`src/rtl/riscv_pkg.sv`:
```
// -----------------------------------------------------------------------------
// riscv_pkg
// Types and constants shared across the RV32 core pipeline.
//   XLEN / ILEN       : data and instruction widths
//   DEFAULT_RESET_PC  : PC loaded at reset unless a stage overrides it
//   fetch_entry_t     : {pc, inst} pair handed from fetch to decode
//   pc_plus4()        : sequential next-PC helper, wraps modulo 2^XLEN
// -----------------------------------------------------------------------------
package riscv_pkg;

  localparam int XLEN = 32;
  localparam int ILEN = 32;

  localparam logic [XLEN-1:0] DEFAULT_RESET_PC = 32'h0000_0000;

  typedef struct packed {
    logic [XLEN-1:0] pc;
    logic [ILEN-1:0] inst;
  } fetch_entry_t;

  // Natural 32-bit wrap: 32'hFFFF_FFFC + 4 = 0.
  function automatic logic [XLEN-1:0] pc_plus4(input logic [XLEN-1:0] pc);
    return pc + 32'd4;
  endfunction

endpackage

```
`src/rtl/fetch_buffer.sv`:
```
// -----------------------------------------------------------------------------
// fetch_buffer
// Small synchronous FIFO of fetch_entry_t between the PC logic and decode.
// A push while full is accepted when a pop happens on the same edge, so the
// buffer streams at one entry per cycle even at full occupancy. Flush has
// priority over push and pop.
// Ports:
//   i_clk, i_rst      : clock, asynchronous active-high reset
//   i_flush           : empty the buffer (pointers and count to zero)
//   i_push, i_data    : write i_data at the tail
//   i_pop             : advance the head
//   o_head            : entry at the head (undefined content when empty)
//   o_count           : number of valid entries
//   o_full, o_empty   : occupancy flags
// -----------------------------------------------------------------------------
module fetch_buffer
  import riscv_pkg::*;
#(
  parameter int DEPTH = 2,
  localparam int PTR_W = $clog2(DEPTH),
  localparam int CNT_W = PTR_W + 1
) (
  input  logic              i_clk,
  input  logic              i_rst,
  input  logic              i_flush,
  input  logic              i_push,
  input  logic              i_pop,
  input  fetch_entry_t      i_data,
  output fetch_entry_t      o_head,
  output logic [CNT_W-1:0]  o_count,
  output logic              o_full,
  output logic              o_empty
);

  fetch_entry_t     r_mem [DEPTH];
  logic [PTR_W-1:0] r_wr_ptr;
  logic [PTR_W-1:0] r_rd_ptr;
  logic [CNT_W-1:0] r_count;

  logic w_push;
  logic w_pop;

  assign o_full  = (r_count == CNT_W'(DEPTH));
  assign o_empty = (r_count == {CNT_W{1'b0}});
  assign o_count = r_count;
  assign o_head  = r_mem[r_rd_ptr];

  // Guard against overflow/underflow; a push at full is legal only alongside a pop.
  assign w_pop  = i_pop & ~o_empty;
  assign w_push = i_push & (~o_full | w_pop);

  // Storage array; entries are cleared on reset so no X ever reaches the head.
  always_ff @(posedge i_clk or posedge i_rst) begin
    if (i_rst) begin
      for (int i = 0; i < DEPTH; i++) begin
        r_mem[i] <= '0;
      end
    end else if (w_push && !i_flush) begin
      r_mem[r_wr_ptr] <= i_data;
    end else begin
      r_mem[r_wr_ptr] <= r_mem[r_wr_ptr];
    end
  end

  // Pointer and occupancy bookkeeping.
  always_ff @(posedge i_clk or posedge i_rst) begin
    if (i_rst) begin
      r_wr_ptr <= {PTR_W{1'b0}};
      r_rd_ptr <= {PTR_W{1'b0}};
      r_count  <= {CNT_W{1'b0}};
    end else if (i_flush) begin
      r_wr_ptr <= {PTR_W{1'b0}};
      r_rd_ptr <= {PTR_W{1'b0}};
      r_count  <= {CNT_W{1'b0}};
    end else begin
      if (w_push) begin
        r_wr_ptr <= r_wr_ptr + PTR_W'(1);
      end else begin
        r_wr_ptr <= r_wr_ptr;
      end
      if (w_pop) begin
        r_rd_ptr <= r_rd_ptr + PTR_W'(1);
      end else begin
        r_rd_ptr <= r_rd_ptr;
      end
      case ({w_push, w_pop})
        2'b10:   r_count <= r_count + CNT_W'(1);
        2'b01:   r_count <= r_count - CNT_W'(1);
        default: r_count <= r_count;
      endcase
    end
  end

endmodule

```
`src/rtl/fetch_stage.sv`:
```
// -----------------------------------------------------------------------------
// fetch_stage
// RV32 instruction-fetch stage. Owns the fetch PC, reads a combinational
// instruction memory with zero latency, buffers {pc, inst} pairs and presents
// them to decode over valid/ready. A redirect flushes the buffer and reloads
// the PC; it wins over any push or pop in the same cycle.
// Configuration macro: FETCH_MISALIGN_TRAP_EN
//   defined   : adds o_misaligned; a misaligned redirect target is loaded as-is
//               and suspends fetch until an aligned redirect arrives.
//   undefined : redirect target bits [1:0] are forced to zero.
// Ports:
//   i_clk, i_rst                : clock, asynchronous active-high reset
//   o_imem_pc / i_imem_inst     : instruction memory address / returned word
//   i_redirect, i_redirect_pc   : control-flow redirect and its target
//   o_valid, i_ready            : handshake to decode
//   o_inst, o_pc, o_pc_plus4    : head entry (all zero while empty)
//   o_misaligned                : misaligned-target flag (macro builds only)
// -----------------------------------------------------------------------------
module fetch_stage
  import riscv_pkg::*;
#(
  parameter logic [XLEN-1:0] RESET_PC  = DEFAULT_RESET_PC,
  parameter int              BUF_DEPTH = 2
) (
  input  logic            i_clk,
  input  logic            i_rst,
  output logic [XLEN-1:0] o_imem_pc,
  input  logic [ILEN-1:0] i_imem_inst,
  input  logic            i_redirect,
  input  logic [XLEN-1:0] i_redirect_pc,
`ifdef FETCH_MISALIGN_TRAP_EN
  output logic            o_misaligned,
`endif
  output logic            o_valid,
  input  logic            i_ready,
  output logic [ILEN-1:0] o_inst,
  output logic [XLEN-1:0] o_pc,
  output logic [XLEN-1:0] o_pc_plus4
);

  localparam int CNT_W = $clog2(BUF_DEPTH) + 1;

  logic [XLEN-1:0] r_pc;
  logic [XLEN-1:0] w_target_pc;
  logic            w_suspend;
  logic            w_pop;
  logic            w_push;
  logic            w_full;
  logic            w_empty;
  logic [CNT_W-1:0] w_unused_count;
  fetch_entry_t    w_head;
  fetch_entry_t    w_new_entry;

`ifdef FETCH_MISALIGN_TRAP_EN
  logic r_misaligned;

  assign w_target_pc  = i_redirect_pc;
  assign w_suspend    = r_misaligned;
  assign o_misaligned = r_misaligned;

  // Misaligned flag: set or cleared only by a redirect, by its target alignment.
  always_ff @(posedge i_clk or posedge i_rst) begin
    if (i_rst) begin
      r_misaligned <= 1'b0;
    end else if (i_redirect) begin
      r_misaligned <= |i_redirect_pc[1:0];
    end else begin
      r_misaligned <= r_misaligned;
    end
  end
`else
  logic [1:0] w_unused_pc_lsbs;

  assign w_unused_pc_lsbs = i_redirect_pc[1:0];
  assign w_target_pc      = {i_redirect_pc[XLEN-1:2], 2'b00};
  assign w_suspend        = 1'b0;
`endif

  assign o_valid   = ~w_empty;
  assign o_imem_pc = r_pc;

  // A pop frees a slot on the same edge, which lets a full buffer keep streaming.
  assign w_pop  = o_valid & i_ready;
  assign w_push = ~i_redirect & ~w_suspend & (~w_full | w_pop);

  assign w_new_entry.pc   = r_pc;
  assign w_new_entry.inst = i_imem_inst;

  // Fetch PC: redirect > sequential advance on push > hold.
  always_ff @(posedge i_clk or posedge i_rst) begin
    if (i_rst) begin
      r_pc <= RESET_PC;
    end else if (i_redirect) begin
      r_pc <= w_target_pc;
    end else if (w_push) begin
      r_pc <= pc_plus4(r_pc);
    end else begin
      r_pc <= r_pc;
    end
  end

  fetch_buffer #(
    .DEPTH (BUF_DEPTH)
  ) u_fetch_buffer (
    .i_clk   (i_clk),
    .i_rst   (i_rst),
    .i_flush (i_redirect),
    .i_push  (w_push),
    .i_pop   (w_pop),
    .i_data  (w_new_entry),
    .o_head  (w_head),
    .o_count (w_unused_count),
    .o_full  (w_full),
    .o_empty (w_empty)
  );

  // Head outputs read zero while the buffer is empty.
  always_comb begin
    o_pc       = {XLEN{1'b0}};
    o_inst     = {ILEN{1'b0}};
    o_pc_plus4 = {XLEN{1'b0}};
    if (o_valid) begin
      o_pc       = w_head.pc;
      o_inst     = w_head.inst;
      o_pc_plus4 = pc_plus4(w_head.pc);
    end else begin
      o_pc       = {XLEN{1'b0}};
      o_inst     = {ILEN{1'b0}};
      o_pc_plus4 = {XLEN{1'b0}};
    end
  end

endmodule

```
`config.mk`:
```
export PLATFORM = sky130hd
export DESIGN_NAME = fetch_stage
export DESIGN_NICKNAME = d
export VERILOG_FILES = /design/src/rtl/riscv_pkg.sv /design/src/rtl/fetch_buffer.sv /design/src/rtl/fetch_stage.sv
export SDC_FILE = /design/constraint.sdc
export NUM_CORES = 1
export LEC_CHECK = 0
export CELL_PAD_IN_SITES_DETAIL_PLACEMENT = 1
export CELL_PAD_IN_SITES_GLOBAL_PLACEMENT = 2
export CORE_MARGIN = 1
export CORE_UTILIZATION = 35
export CTS_CLUSTER_DIAMETER = 30
export DETAILED_ROUTE_END_ITERATION = 10
export PLACE_DENSITY_LB_ADDON = 0.1
export SYNTH_ARGS = -nofsm -noshare
export SYNTH_HDL_FRONTEND = slang
export SYNTH_SLANG_ARGS = --single-unit
```
`constraint.sdc`:
```
create_clock -name i_clk -period 9.5 [get_ports i_clk]
set_input_delay 1.425 -clock i_clk [delete_from_list [all_inputs] [get_ports i_clk]]
set_output_delay 1.425 -clock i_clk [all_outputs]
set_load 0.02 [all_outputs]
```
==> results_dict.tcl <==
set metrics [dict create \
    synthCells 765 \
    syn2layout_area_growth_pct 31.8 \
    rows 56 \
    startpoint_type "register" \
    clk_latency_ps 420 \
    tightest_slew_ps 986 \
    grt_first_pass_wirelength_mm 38.2 \
    cap_violations 0 \
    hold_start "u_fetch_buffer.r_mem[75]" \
    drv_slew 0 \
    overflow 0 \
    yosysTopAreaCell "dfrtp_1" \
    syn_area_um2 8530 \
    yosys_warnings 0 \
    path_clk_slew_ps 60 \
    p_leak_nw 4.39 \
    min_period_ps 5890 \
    grt_antenna_before_repair 0 \
    yosysMostFrequentCell "dfrtp_1" \
    synth_area_leaders "dfrtp_1 48%, mux2_2 16%, mux2i_1 7.2%" \
    fin_setup_tns_ps 0 \
    finalPower_w 0.00243 \
    drc 0 \
    cts.path.max_buffers 2 \
    die_h_um 158 \
    antenna_cells 0 \
    fin_skew_ps 11.1 \
    instances_no_fill 1270 \
    dr.pass1.iters 4 \
    r2r_slack_ps 7140 \
    drtIter0Drc 280 \
    holdWs_ps 486 \
    status "complete, no violations" \
    fp.dieArea_um2 25000 \
    synth_top_cell_area_share_pct 47.5 \
    cp-startpoint "u_fetch_buffer.r_rd_ptr" \
    port_buffers 192 \
    ant_nets 0 \
    routed_wl_mm 23.9 \
    gp_congestion 0.761 \
    synth_edf_count 0 \
    ctsHoldBuffers 0 \
    fmax_ghz 0.170 \
    wl_per_cell_um 18.8 \
    rr_startpoint "o_imem_pc[2]" \
    h-tree-depth 4 \
    core-area_um2 23700 \
    ys_types 52 \
    powerDensity_nw_per_um2 216 \
    io_pins 197 \
    setup_viol_count_final 0 \
    synth.avg_cell_area_um2 11.1 \
    min_to "u_fetch_buffer.r_mem[75]" \
    crit_fanout 56 \
    synthTopCellsByCount "162 x dfrtp_1, 122 x mux2_2, 87 x nor2_1" \
    async_flop_share_pct 100 \
    r2r_end "o_imem_pc[28]" \
    utilization_pct 47.5 \
    criticalPathCategory "register to output pin" \
    holdPathStages 1 \
    min_period_over_period_pct 62.0 \
    dp.cells 1239 \
    cp.arrival_ps 4470 \
    track_usage_pct 20.0 \
    ctsResizeCount 0 \
    critPathCaptureType "output pin" \
    ys_ff_latch 162 \
    drive_gt1_share_pct 19.6 \
    finalHoldViolCount 0 \
    tritoncts "done" \
    start_util_pct 36.0 \
    clock-sinks 162 \
    vias_per_cell 5.10 \
    rr_worst_depth 6 \
    grt_pass1_vias 6945 \
    vias 6471 \
    critPathRequiredTime_ps 8080 \
    nNetsFinal 1009 \
    yosysSeqAreaShare_pct 47.5 \
    hold_path_class "register to register" \
    dp.final_hpwl_mm 16.4 \
    slew_headroom_pct 34.3 \
    post_cts_buffers 0 \
    cts_root_buffer "clkbuf_16" \
    ir_worst_vdd_v 0.0000914 \
    synth_top_flop_cell "dfrtp_1" \
    rsz0062_at_grt "false" \
    cts_buffers 17 \
    grt_max_degree 87 \
    die_w_um 158 \
]
power breakdown:
group	internal, W	switching (W)	total, W
logic	0.000397	0.000394	0.000791
clock network	0.000363	0.000297	0.000661
registers	0.000841	0.000135	0.000975
logic make-up (layout without fill, tap and decap cells):
kind of cell / Yosys count / after routing / share of synthesized area [%]
flip-flops: 162 / 162 / 47.5
buffers and inverters: 51 / 236 / 3.18
AO/OA/AOI/OAI: 57 / 57 / 3.84
AND/OR/NAND/NOR: 252 / 252 / 15.5
XOR/XNOR: 41 / 41 / 4.21
adder cells (fa/ha/maj): 2 / 2 / 0.293
other: 1 / 2 / 0.0440
multiplexers: 199 / 199 / 25.4
layout make-up:
| type | count | area [µm²] |
|---|---|---|
| Clock buffer | 17 | 425 |
| Clock inverter | 14 | 130 |
| Fill cell | 2587 | 12400 |
| Inverter | 5 | 23.8 |
| Multi-Input combinational cell | 553 | 4230 |
| Sequential cell | 162 | 4060 |
| Tap cell | 319 | 399 |
| Timing Repair Buffer | 200 | 1980 |
worst max-delay path: stages (launching register included):
cell and delay, ps:
dfrtp_4 860, buf_4 700, mux2_2 330, ha_1 200, inv_1 90, nor3_4 340
nand3_2 240, nor4_2 330, mux2_1 350, clkdlybuf4s50_1 540
sequential cells by signal, indices dropped and copies added, names as in the netlist:
| signal | count |
|---|---|
| u_fetch_buffer.r_wr_ptr | 1 |
| o_imem_pc | 30 |
| u_fetch_buffer.o_count | 2 |
| u_fetch_buffer.r_mem | 128 |
| u_fetch_buffer.r_rd_ptr | 1 |
metal layers:
metal / up-vias / part of all wire (%) / track usage, % / routed length, µm
met5: - / 0 / 0 / 0
met4: 0 / 1.4 / 6.27 / 346
met3: 22 / 3.7 / 2.98 / 885
met2: 148 / 50 / 34.6 / 11900
met1: 3279 / 45 / 25.5 / 10700
li1: 3022 / - / - / -
stage by stage:
stage | worst slack [ps] | area (µm²)
CTS | 3540 | 11200
floorplan | 3700 | 8530
finish | 3610 | 11200
global route | 3370 | 11200
detailed placement | 4010 | 10700
global placement | 4050 | 10700
cells in the final DEF (no fill, tap or decap), types with 3 or more instances in the layout:
cell               n
a21oi_1            4
and4_1             4
clkbuf_16         17
o21ai_1            4
buf_4              8
nor3b_2            3
nor4_2             4
inv_6              5
clkinv_2           3
xor2_1            24
nor3_1             9
and2_1            15
o31ai_1            4
nand4_1           17
dfrtp_1          161
nand3_2            3
and3_1             5
xnor2_1           17
mux2_1            15
nand4b_1           4
nand2_1           58
o21ai_0           35
nand3_1           18
clkdlybuf4s50_1  191
mux2i_1           61
inv_1              4
nor2_1            86
mux2_2           122
nand3b_1           3
clkinvlp_4         4
nor2b_1            5
worst max path at each step:
| stage | endpoint | slack, ps |
|---|---|---|
| final | o_pc_plus4[26] | 3610 |
| after global routing | o_pc_plus4[26] | 3370 |
| after CTS | o_pc_plus4[26] | 3540 |
| after detailed placement | o_pc_plus4[26] | 4010 |
| after global placement | o_pc_plus4[26] | 4050 |
| after floorplan | o_imem_pc[10] | 3700 |
Note: power is estimated with default switching activity, not from simulation.
